===== src/rtl/lcd_char_writer_if.sv =====
// Character/clear request handshake into lcd_char_writer.
// The producer drives the i_* signals and the writer answers with o_ready.
interface lcd_char_writer_if;
  logic [7:0] i_char;
  logic       i_valid;
  logic       i_clr;
  logic       o_ready;

  modport master (output i_char, output i_valid, output i_clr, input  o_ready);
  modport slave  (input  i_char, input  i_valid, input  i_clr, output o_ready);
endinterface


===== src/rtl/lcd_char_writer.sv =====
// HD44780-style 8-bit LCD writer: power-on init, E/RS/DATA strobing, cursor wrap.
// Build option LCD_LINE2_EN selects two-line operation (else single-line display).
module lcd_char_writer #(
  parameter int T_PWR = 3,  // all timing parameters must be >= 1
  parameter int T_E   = 1,
  parameter int T_CMD = 1,
  parameter int T_CLR = 2,
  parameter int COLS  = 16
) (
  input  logic             clk,
  input  logic             rst,
  lcd_char_writer_if.slave bus,
  output logic             o_init_done,
  output logic             o_lcd_e,
  output logic             o_lcd_rs,
  output logic             o_lcd_rw,
  output logic [7:0]       o_lcd_data
);

  localparam int MAX_PC = (T_PWR > T_CLR) ? T_PWR : T_CLR;
  localparam int MAX_EC = (T_E > T_CMD) ? T_E : T_CMD;
  localparam int MAX_T  = (MAX_PC > MAX_EC) ? MAX_PC : MAX_EC;
  localparam int CW     = $clog2(MAX_T + 1);
  localparam int COLW   = (COLS > 1) ? $clog2(COLS) : 1;

  localparam logic [CW-1:0]   L_PWR      = CW'(T_PWR - 1);
  localparam logic [CW-1:0]   L_E        = CW'(T_E - 1);
  localparam logic [CW-1:0]   L_CMD      = CW'(T_CMD - 1);
  localparam logic [CW-1:0]   L_CLR      = CW'(T_CLR - 1);
  localparam logic [CW-1:0]   C_SAT      = CW'(MAX_T);
  localparam logic [COLW-1:0] L_LAST_COL = COLW'(COLS - 1);

  localparam logic [7:0] CMD_DISP_ON = 8'h0C;
  localparam logic [7:0] CMD_CLEAR   = 8'h01;
  localparam logic [7:0] CMD_ENTRY   = 8'h06;
  localparam logic [7:0] CMD_LINE0   = 8'h80;
`ifdef LCD_LINE2_EN
  localparam logic [7:0] CMD_FUNC_SET = 8'h38;
  localparam logic [7:0] CMD_LINE1    = 8'hC0;
`else
  localparam logic [7:0] CMD_FUNC_SET = 8'h30;
`endif

  typedef enum logic [2:0] {
    PWR_WAIT,
    INIT,
    IDLE,
    SETUP,
    E_HIGH,
    HOLD,
    WAIT
  } state_t;

  state_t          r_state;
  state_t          w_state_next;
  logic [CW-1:0]   r_cnt;
  logic [1:0]      r_init_idx;
  logic            r_init_done;
  logic [COLW-1:0] r_col;
  logic            r_wrap;
  logic            r_lcd_e;
  logic            r_lcd_rs;
  logic [7:0]      r_lcd_data;
  logic            r_ready;

  logic            w_load;
  logic            w_rs_next;
  logic [7:0]      w_data_next;
  logic            w_acc_data;
  logic            w_acc_clr;
  logic            w_init_step;
  logic            w_init_finish;
  logic            w_wrap_issue;
  logic            w_is_clr;
  logic [CW-1:0]   w_wait_lim;
  logic [7:0]      w_init_cmd;
  logic [7:0]      w_wrap_cmd;

  // The clear command needs the longer post-write wait, whether from init or a request.
  assign w_is_clr   = !r_lcd_rs && (r_lcd_data == CMD_CLEAR);
  assign w_wait_lim = w_is_clr ? L_CLR : L_CMD;

  always_comb begin
    w_init_cmd = CMD_FUNC_SET;
    case (r_init_idx)
      2'd0:    w_init_cmd = CMD_FUNC_SET;
      2'd1:    w_init_cmd = CMD_DISP_ON;
      2'd2:    w_init_cmd = CMD_CLEAR;
      default: w_init_cmd = CMD_ENTRY;
    endcase
  end

`ifdef LCD_LINE2_EN
  logic r_line;

  assign w_wrap_cmd = r_line ? CMD_LINE0 : CMD_LINE1;

  always_ff @(posedge clk) begin
    if (rst) begin
      r_line <= 1'b0;
    end else if (w_init_finish || w_acc_clr) begin
      r_line <= 1'b0;
    end else if (w_wrap_issue) begin
      r_line <= ~r_line;
    end
  end
`else
  assign w_wrap_cmd = CMD_LINE0;
`endif

  always_ff @(posedge clk) begin
    if (rst) begin
      r_state <= PWR_WAIT;
    end else begin
      r_state <= w_state_next;
    end
  end

  always_comb begin
    w_state_next  = r_state;
    w_load        = 1'b0;
    w_rs_next     = r_lcd_rs;
    w_data_next   = r_lcd_data;
    w_acc_data    = 1'b0;
    w_acc_clr     = 1'b0;
    w_init_step   = 1'b0;
    w_init_finish = 1'b0;
    w_wrap_issue  = 1'b0;
    case (r_state)
      PWR_WAIT: begin
        if (r_cnt == L_PWR) begin
          w_state_next = INIT;
        end
      end
      INIT: begin
        w_load       = 1'b1;
        w_rs_next    = 1'b0;
        w_data_next  = w_init_cmd;
        w_state_next = SETUP;
      end
      IDLE: begin
        // Clear wins over a simultaneous character; the character stays pending at the source.
        if (bus.i_clr) begin
          w_acc_clr    = 1'b1;
          w_load       = 1'b1;
          w_rs_next    = 1'b0;
          w_data_next  = CMD_CLEAR;
          w_state_next = SETUP;
        end else if (bus.i_valid) begin
          w_acc_data   = 1'b1;
          w_load       = 1'b1;
          w_rs_next    = 1'b1;
          w_data_next  = bus.i_char;
          w_state_next = SETUP;
        end
      end
      SETUP: begin
        w_state_next = E_HIGH;
      end
      E_HIGH: begin
        if (r_cnt == L_E) begin
          w_state_next = HOLD;
        end
      end
      HOLD: begin
        w_state_next = WAIT;
      end
      WAIT: begin
        if (r_cnt == w_wait_lim) begin
          if (!r_init_done) begin
            if (r_init_idx == 2'd3) begin
              w_init_finish = 1'b1;
              w_state_next  = IDLE;
            end else begin
              w_init_step  = 1'b1;
              w_state_next = INIT;
            end
          end else if (r_wrap) begin
            // Line-end address command goes straight back to SETUP so o_ready never rises.
            w_wrap_issue = 1'b1;
            w_load       = 1'b1;
            w_rs_next    = 1'b0;
            w_data_next  = w_wrap_cmd;
            w_state_next = SETUP;
          end else begin
            w_state_next = IDLE;
          end
        end
      end
      default: begin
        w_state_next = PWR_WAIT;
      end
    endcase
  end

  // Cycle counter restarts on every state change and otherwise saturates.
  always_ff @(posedge clk) begin
    if (rst) begin
      r_cnt <= '0;
    end else if (w_state_next != r_state) begin
      r_cnt <= '0;
    end else if (r_cnt != C_SAT) begin
      r_cnt <= r_cnt + CW'(1);
    end
  end

  always_ff @(posedge clk) begin
    if (rst) begin
      r_lcd_e     <= 1'b0;
      r_lcd_rs    <= 1'b0;
      r_lcd_data  <= 8'h00;
      r_ready     <= 1'b0;
      r_init_idx  <= 2'd0;
      r_init_done <= 1'b0;
      r_col       <= '0;
      r_wrap      <= 1'b0;
    end else begin
      r_lcd_e <= (w_state_next == E_HIGH);
      r_ready <= (w_state_next == IDLE);
      if (w_load) begin
        r_lcd_rs   <= w_rs_next;
        r_lcd_data <= w_data_next;
      end
      if (w_init_step) begin
        r_init_idx <= r_init_idx + 2'd1;
      end
      if (w_init_finish) begin
        r_init_done <= 1'b1;
        r_col       <= '0;
        r_wrap      <= 1'b0;
      end
      if (w_acc_clr) begin
        r_col  <= '0;
        r_wrap <= 1'b0;
      end
      if (w_acc_data) begin
        r_wrap <= (r_col == L_LAST_COL);
        r_col  <= (r_col == L_LAST_COL) ? '0 : r_col + COLW'(1);
      end
      if (w_wrap_issue) begin
        r_wrap <= 1'b0;
      end
    end
  end

  assign bus.o_ready = r_ready;
  assign o_init_done = r_init_done;
  assign o_lcd_e     = r_lcd_e;
  assign o_lcd_rs    = r_lcd_rs;
  assign o_lcd_rw    = 1'b0;
  assign o_lcd_data  = r_lcd_data;

endmodule


===== src/flat_wrapper.sv =====
// flat-port wrapper written by rule: the top's interface ports become plain ports
module lcd_char_writer_flat 
#(
  parameter int T_PWR = 3,                                       
  parameter int T_E   = 1,
  parameter int T_CMD = 1,
  parameter int T_CLR = 2,
  parameter int COLS  = 16
)
  (clk, rst, o_init_done, o_lcd_e, o_lcd_rs, o_lcd_rw, o_lcd_data, bus_i_char, bus_i_valid, bus_i_clr, bus_o_ready);
  lcd_char_writer_if bus_i ();
  input  logic clk;
  input  logic rst;
  output logic o_init_done;
  output logic o_lcd_e;
  output logic o_lcd_rs;
  output logic o_lcd_rw;
  output logic [7:0] o_lcd_data;
  input wire logic [$bits(bus_i.i_char)-1:0] bus_i_char;
  input wire logic [$bits(bus_i.i_valid)-1:0] bus_i_valid;
  input wire logic [$bits(bus_i.i_clr)-1:0] bus_i_clr;
  output wire logic [$bits(bus_i.o_ready)-1:0] bus_o_ready;
  assign bus_i.i_char = bus_i_char;
  assign bus_i.i_valid = bus_i_valid;
  assign bus_i.i_clr = bus_i_clr;
  assign bus_o_ready = bus_i.o_ready;
  lcd_char_writer #(.T_PWR(T_PWR), .T_E(T_E), .T_CMD(T_CMD), .T_CLR(T_CLR), .COLS(COLS)) u_core (.clk(clk), .rst(rst), .bus(bus_i), .o_init_done(o_init_done), .o_lcd_e(o_lcd_e), .o_lcd_rs(o_lcd_rs), .o_lcd_rw(o_lcd_rw), .o_lcd_data(o_lcd_data));
endmodule

===== config.mk =====
export PLATFORM = sky130hd
export DESIGN_NAME = lcd_char_writer_flat
export DESIGN_NICKNAME = d
export VERILOG_FILES = /design/src/rtl/lcd_char_writer_if.sv /design/src/rtl/lcd_char_writer.sv /design/src/flat_wrapper.sv
export SDC_FILE = /design/constraint.sdc
export NUM_CORES = 1
export LEC_CHECK = 0
export ABC_AREA = 1
export BUFFER_PORTS_ARGS = -buffer_cell sky130_fd_sc_hd__clkbuf_2
export CORE_MARGIN = 4
export CORE_UTILIZATION = 58
export CTS_CLUSTER_SIZE = 20
export DETAILED_ROUTE_END_ITERATION = 6
export PLACE_DENSITY = 0.94
export RECOVER_POWER = 25
export SLEW_MARGIN = 0
export SYNTH_ARGS = -nofsm -noshare
export SYNTH_HDL_FRONTEND = slang
export SYNTH_SLANG_ARGS = --single-unit

===== constraint.sdc =====
create_clock -name clk -period 3.9 [get_ports clk]
set_clock_uncertainty 0.2 [all_clocks]
set_input_delay 0.39 -clock clk [delete_from_list [all_inputs] [get_ports clk]]
set_output_delay 0.39 -clock clk [all_outputs]
set_load 0.03 [all_outputs]

==> results.md, run 1 <==
- The via-per-instance ratio is 5.15.
- The remaining global-route overflow is 0.
- Traced cell by cell, the critical path runs through nor3_1, a21oi_1, nor2_4, nand3_2, nand2_2, nor2_2, nand2_1, nor2_1.
- The number of iterations in the first detailed-routing pass is 4.
- The cell leakage power is 0.698 nW.
- The path class of the tightest hold or removal check is input pin to flop.
- The number of antenna violations at the first check in global routing was 0.
- STA puts the critical path data required time at 3.94 ns.
- IR analysis of the VDD net gives a maximum drop of 450 uV.
- The final critical path takes up 46.7% of the cycle.
- The total setup buffers inserted after CTS is 0.
- The core area is 2210 sq um.
- The worst register-to-register path begins at u_core.o_lcd_data[5].
- For this run, the leading register cell type out of synthesis is sky130_fd_sc_hd__dfxtp_1.
- Clock tree synthesis inserted a total of 3 buffers.
- The number of input and output port buffers inserted is 23.
- The cell sitting at the root of the clock tree is a sky130_fd_sc_hd__clkbuf_4.
- The longest clock path from root to sink contains 2 buffers.
- Timing analysis after detailed placement gives a worst setup slack of 2.09 ns.
- The final wirelength is 2800 microns.
- The signal arrival time at the worst endpoint is 1.86 ns.
- The number of hold violations in the final report is 0.
- The synthesized net count is 212.
- The floorplan step defined a die boundary enclosing 3140 sq um.
- For this design the ratio of total power to cell area is 674 nW/um^2.
- Global routing used 19.5% of the available tracks across all layers.
- At the end of routability-driven placement, the weighted congestion stood at 0.871.
- The post-detailed-route DRC marker count is 0.
- The sequential share of the synthesized area is 35.9%.
- Counting buffers and inverters, the worst setup path is 8 cells deep.
- Setup repair after global routing left no endpoint under its margin.
- The number of buffers and inverters on the critical path is 0.
- Once layout is complete, the utilization of the core stands at 68.0%.
- The number of levels the H-tree was split into is 1.
- The number of antenna diodes in the final layout is 0.
- The largest total area in the synthesized netlist belongs to sky130_fd_sc_hd__dfxtp_1.
- The via count of the first global-routing pass came to 1206.
- The smallest setup slack after layout is 2.08 ns.
- The cell family contributing the most delay on the critical path is simple AND/OR/NAND/NOR gates.
- The fraction of final layout cells with drive strength greater than 1 is 15.8%.
- After synthesis, the cell types taking the most area are sky130_fd_sc_hd__dfxtp_1 (36%), sky130_fd_sc_hd__nand2_1 (11%), sky130_fd_sc_hd__nor2_1 (9.0%).
- The count of final setup violators is 0.
- Based on the critical path, the design can be clocked at up to 0.549 GHz.
- The Yosys step of the flow raised 0 warnings.
- The startpoint of the most critical hold path is bus_i_char[6].
- The maximum fanout along the worst path is 15.
- The total number of nets in the final design is 236.
- The HPWL after detailed placement is 2140 microns.
- The tool flagged a number of max-cap violations equal to 0.
- The cell count after synthesis is 192.
- The initial DRC count is 38.
- The clock latency at the later pin of the worst-skew pair is 0.33 ns.
- The slowest cell on the critical path is sky130_fd_sc_hd__dfxtp_1.
- The number of cells on the worst reg-to-reg path is 8.
- The total count of max-transition violations in the final report is 0.
- The setup path with the least slack is of type flop to flop.
- After floorplanning, the core was divided into 17 placement rows.
- The count of flip-flops with a built-in enable after synthesis is 0.
- TritonCTS built the clock tree.
- Once the floorplan was initialized, standard cells occupied 60.5% of the core.
- For flop-to-flop paths, the worst setup slack is 2.08 ns.
- The die is 56.0 microns tall.
- Dividing the detail-routed wire length by the instance count gives 11.5 microns.
- The post-CTS clock slew at the launch and capture registers of the worst setup and hold paths is 0.14 ns.
- The share of the synthesized area in the top cell type is 35.9%.
- During I/O placement, the number of pins put on the boundary was 25.
- The post-synthesis instance area is 1340 sq um.
- For this run, asynchronously set or reset flops after synthesis account for 0%.
- The area growth from synthesis to layout is 12.3%.
- The width of the die is 56.0 microns.
- The most frequently used cell type in the post-synthesis netlist is sky130_fd_sc_hd__nand2_1.
- STA classifies the critical path endpoint as a flop.
- The post-route minimum period is 1.82 ns.
- STA classifies the critical path startpoint as a flop.
- Counting every sink on the clock net gives 24.
- The sink of the worst hold path is u_core.o_lcd_data[6].
- The maximum number of pins on one net before global-route repair is 16.
- After synthesis, the mean cell area works out to 6.97 sq um.
- Gates resized during post-CTS repair numbered 0.
- The count of nets left with antenna violations after detail routing is 0.
- Along the worst hold path, the cell count comes to 3.
- The first-pass GRT wire length is 4930 microns.
- Counting instances in the post-synthesis netlist gives the leading cell types as sky130_fd_sc_hd__nand2_1 (40), sky130_fd_sc_hd__nor2_1 (32), sky130_fd_sc_hd__dfxtp_1 (24).
- The synthesized netlist contains 28 unique library cells.
- The final-layout setup total negative slack is 0 ns.
- Power comes to 0.00101 W.
- The register bit count reported by yosys is 24.
- The run finished with clean final reports.
- Summing over every cut layer, the via total after detailed routing is 1251.
- On the worst path, the slowest cell contributes a delay of 0.34 ns.
- The worst register-to-register path ends at u_core.r_cnt[1].
- In this run, post-CTS hold repair placed 0 buffers.
worst register-to-register path, cell delays in order (launching register included):
cell	delay, ns
sky130_fd_sc_hd__dfxtp_1	0.34
sky130_fd_sc_hd__nor3_1	0.27
sky130_fd_sc_hd__a21oi_1	0.17
sky130_fd_sc_hd__nor2_4	0.19
sky130_fd_sc_hd__nand3_2	0.10
sky130_fd_sc_hd__nand2_2	0.24
sky130_fd_sc_hd__nor2_2	0.10
sky130_fd_sc_hd__nand2_1	0.08
sky130_fd_sc_hd__nor2_1	0.04
layout by cell type (no fill, tap or decap), types with 3 or more instances in the layout:
| master | count |
|---|---|
| sky130_fd_sc_hd__ha_1 | 8 |
| sky130_fd_sc_hd__inv_1 | 20 |
| sky130_fd_sc_hd__clkbuf_4 | 3 |
| sky130_fd_sc_hd__nand2_1 | 40 |
| sky130_fd_sc_hd__clkbuf_2 | 14 |
| sky130_fd_sc_hd__nor2_1 | 32 |
| sky130_fd_sc_hd__dfxtp_1 | 24 |
| sky130_fd_sc_hd__o21ai_0 | 6 |
| sky130_fd_sc_hd__a21oi_1 | 16 |
| sky130_fd_sc_hd__inv_2 | 4 |
| sky130_fd_sc_hd__nor2_4 | 4 |
| sky130_fd_sc_hd__clkbuf_1 | 9 |
| sky130_fd_sc_hd__nand3_1 | 15 |
final cells by class:
| cell class | count | area, sq um |
|---|---|---|
| clock buffer | 3 | 22.5 |
| tap | 28 | 35.0 |
| inverter | 24 | 90.1 |
| fill | 194 | 708 |
| multi-input combinational | 140 | 742 |
| sequential | 24 | 480 |
| clock inverter | 1 | 30.0 |
| timing repair buffer | 23 | 104 |
state kept, by name, indices dropped and copies added, names as in the netlist:
register,flops
u_core.r_col,4
u_core.bus.o_ready,1
u_core.r_state,3
u_core.r_wrap,1
u_core.r_init_idx,2
u_core.r_cnt,2
u_core.o_lcd_e,1
u_core.o_lcd_rs,1
u_core.o_init_done,1
u_core.o_lcd_data,8
where the power goes:
part,internal [W],total (W),switching [W]
clock,0.000104,0.000185,0.0000812
combinational,0.000143,0.000475,0.000331
sequential,0.000305,0.000354,0.0000498
metrics by stage:
stage | area, sq um | cells | hold slack (ns)
final | 1500 | 243 | 0.0739
after global routing | 1500 | 243 | 0.0789
after CTS | 1520 | 243 | 0.0730
after detailed placement | 1460 | 239 | 0.280
after global placement | 1460 | 239 | 0.266
after floorplan | 1340 | 192 | 0.254
how the worst max path moves through the flow:
stage	start	end	slack, ns
2_1_floorplan	u_core.o_lcd_data[0]	u_core.o_lcd_data[5]	2.14
3_3_place_gp	u_core.o_lcd_data[5]	u_core.r_cnt[1]	2.12
3_5_place_dp	u_core.o_lcd_data[5]	u_core.r_cnt[0]	2.09
4_1_cts	u_core.o_lcd_data[6]	u_core.r_cnt[0]	2.07
5_1_grt	u_core.o_lcd_data[6]	u_core.o_lcd_data[0]	1.88
6_report	u_core.o_lcd_data[5]	u_core.r_cnt[1]	2.08
metal layers:
| metal | wire, microns | track usage, % |
|---|---|---|
| met5 | 0 | 0 |
| met2 | 1360 | 33.2 |
| met3 | 142 | 3.94 |
| met4 | 56 | 11.5 |
| met1 | 1240 | 22.1 |
cells by family after synthesis:
| family | Yosys count | share of synthesized area (%) |
|---|---|---|
| AND/OR/NAND/NOR | 100 | 34.2 |
| AO/OA/AOI/OAI | 29 | 12.2 |
| buffers and inverters | 28 | 8.69 |
| flip-flops | 24 | 35.9 |
| adder cells (fa/ha/maj) | 8 | 7.48 |
| XOR/XNOR | 2 | 1.31 |
| other | 1 | 0.280 |
Power figures use the tool's default switching activity.
==> inputs of run 2 (changes only) <==
--- a/config.mk
+++ b/config.mk
@@ -8,10 +8,10 @@
 export ABC_AREA = 1
 export BUFFER_PORTS_ARGS = -buffer_cell sky130_fd_sc_hd__clkbuf_2
 export CORE_MARGIN = 4
-export CORE_UTILIZATION = 58
+export CORE_UTILIZATION = 54
 export CTS_CLUSTER_SIZE = 20
 export DETAILED_ROUTE_END_ITERATION = 6
-export PLACE_DENSITY = 0.94
+export PLACE_DENSITY = 0.89
 export RECOVER_POWER = 25
 export SLEW_MARGIN = 0
 export SYNTH_ARGS = -nofsm -noshare
==> constraint.sdc (replaced) <==
create_clock -name clk -period 1.7 [get_ports clk]
set_clock_uncertainty 0.2 [all_clocks]
set_input_delay 0.17 -clock clk [delete_from_list [all_inputs] [get_ports clk]]
set_output_delay 0.17 -clock clk [all_outputs]
set_load 0.03 [all_outputs]
==> run 2 against run 1 <==
The run now ends with negative setup slack left. Fmax is 1.3% lower. Combinational power grew to 4.1 times the previous value. Global-route usage is 3.9 points higher. Core utilization is 16 points higher. Design area is 28% higher. Critical path type unchanged. Largest cell class unchanged. Largest power group unchanged. Highest routed layer unchanged.
==> results.md, run 2 (same netlist as run 1, synthesis figures left out) <==
- The first global-routing pass estimated 6110 microns of wire.
- The post-route minimum period is 1.84 ns.
- The later pin in the worst-skew pair is clocked with a latency of 0.33 ns.
- The largest incremental delay on the critical path is 0.35 ns.
- The placed cell count is 251.
- The signal on the critical path passes through nor2_1, nand2_1, nor2_2, nand3_1, nand2_2, nor2_4, nand3_4, nand2_4, nand2_1, nand2_1, nor2_1.
- The maximum root-to-sink buffer count is 2.
- In this run the count of I/O pins placed on the die edge is 25.
- At the worst endpoint, the required time is 1.76 ns.
- Based on the critical path, the design can be clocked at up to 0.542 GHz.
- The area of the multi-input gates is 921 sq um.
- The number of antenna violations at the first check in global routing is 0.
- The global-route usage over all layers is 23.3%.
- The average detailed-routed wire length per instance is 16.2 microns.
- After clock tree synthesis, the clock-pin slew on the worst setup and hold paths is 0.14 ns.
- The finished layout holds 269 standard cells, fillers aside.
- The width of the die is 57.8 microns.
- The run finished, with violations left.
- The HPWL after detailed placement is 2330 microns.
- The floorplan die height is 57.8 microns.
- For this run, design rule violations remaining after detail routing come to 0.
- The final-layout setup total negative slack is -1.22 ns.
- The internal portion of the total power is 0.00171 W.
- The count of final setup violators is 19.
- The worst setup path is captured at a flop.
- In the final layout, flip-flops and latches occupy 492 sq um.
- The number of buffers and inverters on the critical path is 0.
- The total count of max-transition violations in the final report was 0.
- The via count of the first global-routing pass is 1416.
- The net load switching power is 0.00151 W.
- The areal power density over the cells is 1680 nW/um^2.
- The class of the most critical hold timing path is input pin to flop.
- The initial utilization of the core area, before any placement, comes to 58.8%.
- The portion of total power attributed to combinational logic is 60.6%.
- After global routing the overflow that remains totals 0.
- The repair_antennas step left the layout with diodes totalling 0.
- Net switching is 46.9% of the power.
- The type of the worst setup path is flop to flop.
- The part of the power in registers is 26.3%.
- The maximum number of pins on one net before global-route repair is 15.
- The routed layout has 1549 vias.
- Buffers inserted during clock tree synthesis total 3.
- Setup repair after global routing could not meet its margin everywhere.
- The core area is 2280 sq um.
- Fill cells in the final layout number 121.
- The CTS tree is done.
- STA puts the critical path data arrival time at 1.90 ns.
- The cell leakage power is 0.885 nW.
- The top cell types in the final layout, fill and taps aside, are sky130_fd_sc_hd__nand2_1 (33), sky130_fd_sc_hd__nor2_1 (20), sky130_fd_sc_hd__clkbuf_2 (20).
- The most common library cell in the layout ignoring fill and taps is sky130_fd_sc_hd__nand2_1.
- The share of total power dissipated in the clock network is 13.1%.
- The via-per-instance ratio is 5.76.
- In this run, the number of DRC markers left after iteration 0 of detailed routing was 91.
- Along the worst path, the maximum fanout reaches 5.
- The number of iterations in the first detailed-routing pass is 4.
- The register with the most flip-flops in the layout has 8 of them.
- The standard-cell row count is 17.
- The maximum vdd ir drop is 1420 uV.
- The worst hold slack after final layout is 0.0353 ns.
- The final reports fail on negative setup slack.
- The final wirelength is 4360 microns.
- The max-capacitance violation count is 0.
- The overall die area is 3340 sq um.
- Buffers placed on the I/O ports in this run total 23.
- The layout overhead on the synthesized area is 43.4%.
- After layout, the worst path uses 108% of the clock period.
- The clock sink count is 24.
- Among the stages of the critical path, the cell type that occurs most often is sky130_fd_sc_hd__nand2_1.
- The count of nets left with antenna violations after detail routing is 0.
- In the final design database the tool counted 262 nets.
- The post-layout total power is 0.00322 W.
- The fraction of final layout cells with drive strength greater than 1 is 39.4%.
- The number of hold violations in the final report is 0.
- Routability-driven placement finished with a final weighted congestion of 0.863.
- STA classifies the critical path startpoint as a flop.
- CTS built an H-tree with a depth of 1.
- Across all setup checks in the final design, the least slack found is -0.143 ns.
- The largest individual stage delay along the critical path comes from the cell sky130_fd_sc_hd__dfxtp_2.
- The cell at the root of the clock tree is sky130_fd_sc_hd__clkbuf_4.
- Broken down by cell family, the worst path's largest delay share belongs to simple AND/OR/NAND/NOR gates.
run 2: path summary, 6_finish.rpt:
kind,from,to,slack (ns),cells past startpoint
worst min register to register,u_core.r_wrap,u_core.r_wrap,0.30,2
worst max register to register,u_core.o_lcd_data[3],u_core.o_lcd_data[1],-0.14,11
worst min-delay path,bus_i_clr,u_core.o_lcd_rs,0.04,4
worst max-delay path,u_core.o_lcd_data[3],u_core.o_lcd_data[1],-0.14,11
run 2: what timing repair did:
action                     CTS  global route
resized for setup           15            34
pin swaps                   10            18
hold buffers                 6             0
hold endpoints to repair    10             0
setup endpoints to repair   14            21
gates cloned                 1             0
setup buffers                6             1
run 2: metrics by stage:
step	area, sq um	worst slack [ns]	utilization (%)
after floorplan	1350	0.00507	-
after global placement	1570	0.0281	68.8
after detailed placement	1570	-0.0587	68.8
after CTS	1800	-0.0162	78.9
after global routing	1920	-0.269	84.3
final	1920	-0.143	84.3
run 2: area by class of cell:
cell class,count,area share [%]
multi-input combinational,141,48.0
sequential,24,25.6
inverter,24,4.69
timing repair buffer,48,17.1
clock inverter,1,1.56
clock buffer,3,1.17
tap,28,1.83
run 2: worst reg2reg max path: stages, from the launching register on:
cell,delay [ns]
sky130_fd_sc_hd__dfxtp_2,0.35
sky130_fd_sc_hd__nor2_1,0.11
sky130_fd_sc_hd__nand2_1,0.08
sky130_fd_sc_hd__nor2_2,0.13
sky130_fd_sc_hd__nand3_1,0.13
sky130_fd_sc_hd__nand2_2,0.12
sky130_fd_sc_hd__nor2_4,0.06
sky130_fd_sc_hd__nand3_4,0.12
sky130_fd_sc_hd__nand2_4,0.10
sky130_fd_sc_hd__nand2_1,0.10
sky130_fd_sc_hd__nand2_1,0.09
sky130_fd_sc_hd__nor2_1,0.18
run 2: routing by layer:
metal  up-vias  GRT usage, %  share of wire, %
met1       711          26.1                38
li1        714             -                 -
met4         0          13.9               5.5
met5         -             0                 0
met3        34          4.68               6.1
met2        90          40.5                51
run 2: power by group through the flow:
stage	Combinational [W]	Sequential (W)	Clock (W)
after floorplan	0.000728	0.00101	0
after global placement	0.00127	0.000818	0
after detailed placement	0.00130	0.000827	0
after CTS	0.00155	0.000806	0.000420
after global routing	0.00209	0.000861	0.000442
final	0.00195	0.000849	0.000421
==> inputs of run 3 (changes only) <==
--- a/config.mk
+++ b/config.mk
@@ -7,6 +7,7 @@
 export LEC_CHECK = 0
 export ABC_AREA = 1
 export BUFFER_PORTS_ARGS = -buffer_cell sky130_fd_sc_hd__clkbuf_2
+export CORE_ASPECT_RATIO = 0.9
 export CORE_MARGIN = 4
 export CORE_UTILIZATION = 54
 export CTS_CLUSTER_SIZE = 20
==> run 3 against run 2 <==
The flow finishes with violations (negative hold slack, negative setup slack). Flip-flop and latch count did not move. Power fell by 11%. Via count fell by 1.9%. Hold slack got worse by 0.043 ns. Critical path depth did not move. Count of clock-buffer cells in the layout rose by 1. Non-clock buffer count rose by 6. Global-route usage fell by 0.67 points. Combinational power fell by 9.7%. Cell count rose by 1.9%. Wire length fell by 5.7%. Largest cell class unchanged.
==> results.md, run 3 (same netlist as run 1, synthesis figures left out) <==
- The flow ran to the end, but the final reports show violations.
- The checks that failed: negative hold slack, negative setup slack.
- After layout, the worst setup slack is -0.0759 ns.
- The post-CTS clock slew at the launch and capture registers of the worst setup and hold paths is 0.13 ns.
- The share of the clock period used by the worst path after layout is 104%.
- VDD sags by at most 1260 uV.
- The launch instance of the worst register-to-register path is u_core.o_lcd_data[2].
- The count of nets left with antenna violations once routing finished came out at 0.
- The cell at the root of the clock tree is sky130_fd_sc_hd__clkbuf_4.
- For this design the static power due to leakage is 0.877 nW.
- The post-layout total power is 0.00286 W.
- The first-pass GRT wire length is 5950 microns.
- The diode insertion count for antenna repair is 0.
- Traced cell by cell, the critical path runs through nor2_2, nand2_1, nor2_2, a21oi_2, nor2_4, buf_6, nand2_1, nor2_1, nor2_2, nand2_2, nor2_1.
- The number of iterations in the first detailed-routing pass is 4.
- The worst register-to-register path ends at u_core.r_cnt[1].
- Net switching is 46.3% of the power.
- The via count of the first global-routing pass is 1392.
- The share of total power dissipated in the clock network is 10.3%.
- The number of levels the H-tree was split into is 1.
- The routed design has 4110 microns of wire.
- Entering global routing, the biggest net connects 14 pins.
- From synthesis to final layout, the design area changed by 40.5%.
- The number of antenna violations at the first check in global routing is 0.
- Once the floorplan was initialized, standard cells occupied 59.2% of the core.
- In the final layout, flip-flops and latches occupy 489 sq um.
- For this run, the slowest stage of the critical path takes 0.35 ns.
- In this run the power spent charging and discharging nets is 0.00133 W.
- The tool flagged a number of max-cap violations equal to 0.
- Across all hold checks on the routed design, the worst slack comes to -0.00789 ns.
- The most critical setup path has its endpoint at u_core.r_cnt[1].
- In the routed design, unresolved DRC markers number 0.
- Setup repair after global routing could not meet its margin everywhere.
- Registers are responsible for 28.4% of the overall power.
- The clock passes through at most 2 buffers.
- The die covers 3340 sq um.
- In this run the number of cells on the critical path is 11.
- The number of buffers and inverters on the critical path is 1.
- Static timing analysis puts the maximum clock frequency at 0.563 GHz.
- The die is 55.2 microns tall.
- The top cell types in the final layout, fill and taps aside, are sky130_fd_sc_hd__nand2_1 (35), sky130_fd_sc_hd__nor2_1 (26), sky130_fd_sc_hd__buf_4 (23).
- The routed design could run at a clock period as short as 1.78 ns.
- The worst setup path is launched from a flop.
- The register with the most flip-flops in the layout has 8 of them.
- In this run the worst hold path is classified as input pin to flop.
- The maximum fanout along the worst path is 3.
- The required time of the critical path is 1.71 ns.
- Dividing total power by cell area gives a power density of 1520 nW/um^2.
- Of the total power, combinational logic draws 61.3%.
- The HPWL after detailed placement is 2320 microns.
- The die is 60.5 microns wide.
- The area of the multi-input gates is 868 sq um.
- The number of hold violations in the final report is 1.
- The signal arrival time at the worst endpoint is 1.78 ns.
- The category of the worst setup path capture point is a flop.
- In this run the count of I/O pins placed on the die edge is 25.
- Global routing used 22.7% of the available tracks.
- The global placement routability congestion is 0.925.
- The internal power summed over all cells is 0.00154 W.
- The layout filler cell count is 152.
- The via-per-instance ratio is 5.54.
- Prior to clock tree synthesis, the placed netlist has a worst setup slack of -0.0402 ns.
- The startpoint identified for the worst hold timing path is bus_i_char[1].
- For this design, the slowest cell found on the critical path is sky130_fd_sc_hd__dfxtp_2.
- The total clock buffers created by CTS is 3.
- The type of the worst setup path is flop to flop.
- The clock reaches the later pin of the worst-skew pair after 0.31 ns.
- In the final routed layout, each cell accounts on average for 15.0 microns.
- TritonCTS built the clock tree.
- The total number of nets in the final design is 268.
- The setup slack of the worst register-to-register path is -0.08 ns.
- Setup violations remaining at the end of the flow were counted as 12.
- The total number of vias is 1519.
- The initial DRC count is 84.
- In this run the core area contains 16 standard-cell rows.
- After floorplanning, the core was sized to cover 2260 sq um.
- The clock sink count is 24.
- The beginning of the critical path is u_core.o_lcd_data[2].
- The number of cells on the worst reg-to-reg path is 11.
- Of the cells placed in the final design, the portion with a size suffix greater than 1 is 36.8%.
- The remaining global-route overflow is 0.
- The total count of max-transition violations in the final report came to 0.
- The number of input and output port buffers inserted is 23.
- The cell seen most often among critical-path stages is sky130_fd_sc_hd__nor2_2.
- The most common library cell in the layout ignoring fill and taps is sky130_fd_sc_hd__nand2_1.
- In this design, the largest share of critical-path delay is due to simple AND/OR/NAND/NOR gates.
==> run 3: cell count changes in the layout (fill, tap and decap cells not counted), moves of 2 or more <==
cell / delta
sky130_fd_sc_hd__buf_4: +7
sky130_fd_sc_hd__nor2_1: +6
sky130_fd_sc_hd__nor2_2: -3
sky130_fd_sc_hd__nor2_4: -3
sky130_fd_sc_hd__clkbuf_1: +2
sky130_fd_sc_hd__clkbuf_2: -2
sky130_fd_sc_hd__nand2_1: +2
==> run 3: repair_timing <==
item | CTS | global route
pin swaps | 8 | 10
setup buffers | 2 | 4
hold endpoints to repair | 12 | 0
resized for setup | 9 | 22
endpoints found under the setup margin | 15 | 24
cloned | 1 | 0
hold buffers | 7 | 0
==> run 3: area by class of cell <==
class,instances,area share (%)
Inverter,24,4.79
Clock buffer,4,1.93
Sequential cell,24,26.0
Tap cell,27,1.80
Timing Repair Buffer,54,19.3
Multi-Input combinational cell,141,46.2
==> run 3: worst min-delay path by stage <==
stage	endpoint	slack, ns	cells after the start
after floorplan	u_core.o_lcd_data[6]	0.12	2
after global placement	u_core.o_lcd_data[6]	0.21	3
after detailed placement	u_core.o_lcd_data[6]	0.21	3
after CTS	u_core.o_lcd_data[1]	0.003	5
after global routing	u_core.o_lcd_data[1]	0.03	5
final	u_core.o_lcd_data[1]	-0.008	5
==> run 3: per-stage QoR <==
step                cells  setup TNS [ns]  hold slack, ns  cell area, sq um  utilization (%)
global placement      256         -0.0415           0.211              1610             71.1
finish                274          -0.383        -0.00789              1880             83.1
global route          274           -1.62          0.0299              1880             83.1
floorplan             192               0           0.117              1350                -
detailed placement    256          -0.135           0.213              1610             71.1
CTS                   270         -0.0740         0.00290              1780             78.7
==> run 3: tightest hold or removal path: stages <==
cell and delay [ns]:
sky130_fd_sc_hd__clkbuf_2 0.07, sky130_fd_sc_hd__a21oi_1 0.06, sky130_fd_sc_hd__nand2_1 0.06, sky130_fd_sc_hd__nand2_1 0.04, sky130_fd_sc_hd__nor2_1 0.07
==> run 3: power groups by stage <==
stage	clock network [W]	logic (W)	registers, W
after detailed placement	0	0.00139	0.000817
after global routing	0.000325	0.00189	0.000824
after global placement	0	0.00135	0.000810
after floorplan	0	0.000728	0.00101
after CTS	0.000306	0.00155	0.000800
final	0.000296	0.00176	0.000813
==> run 3: routing by layer <==
metal | vias up | GRT usage, % | share of wire [%]
met5 | - | 0 | 0
met4 | 0 | 6.50 | 5.7
met3 | 28 | 4.90 | 6.3
met2 | 75 | 38.9 | 50
met1 | 688 | 27.8 | 38
li1 | 728 | - | -
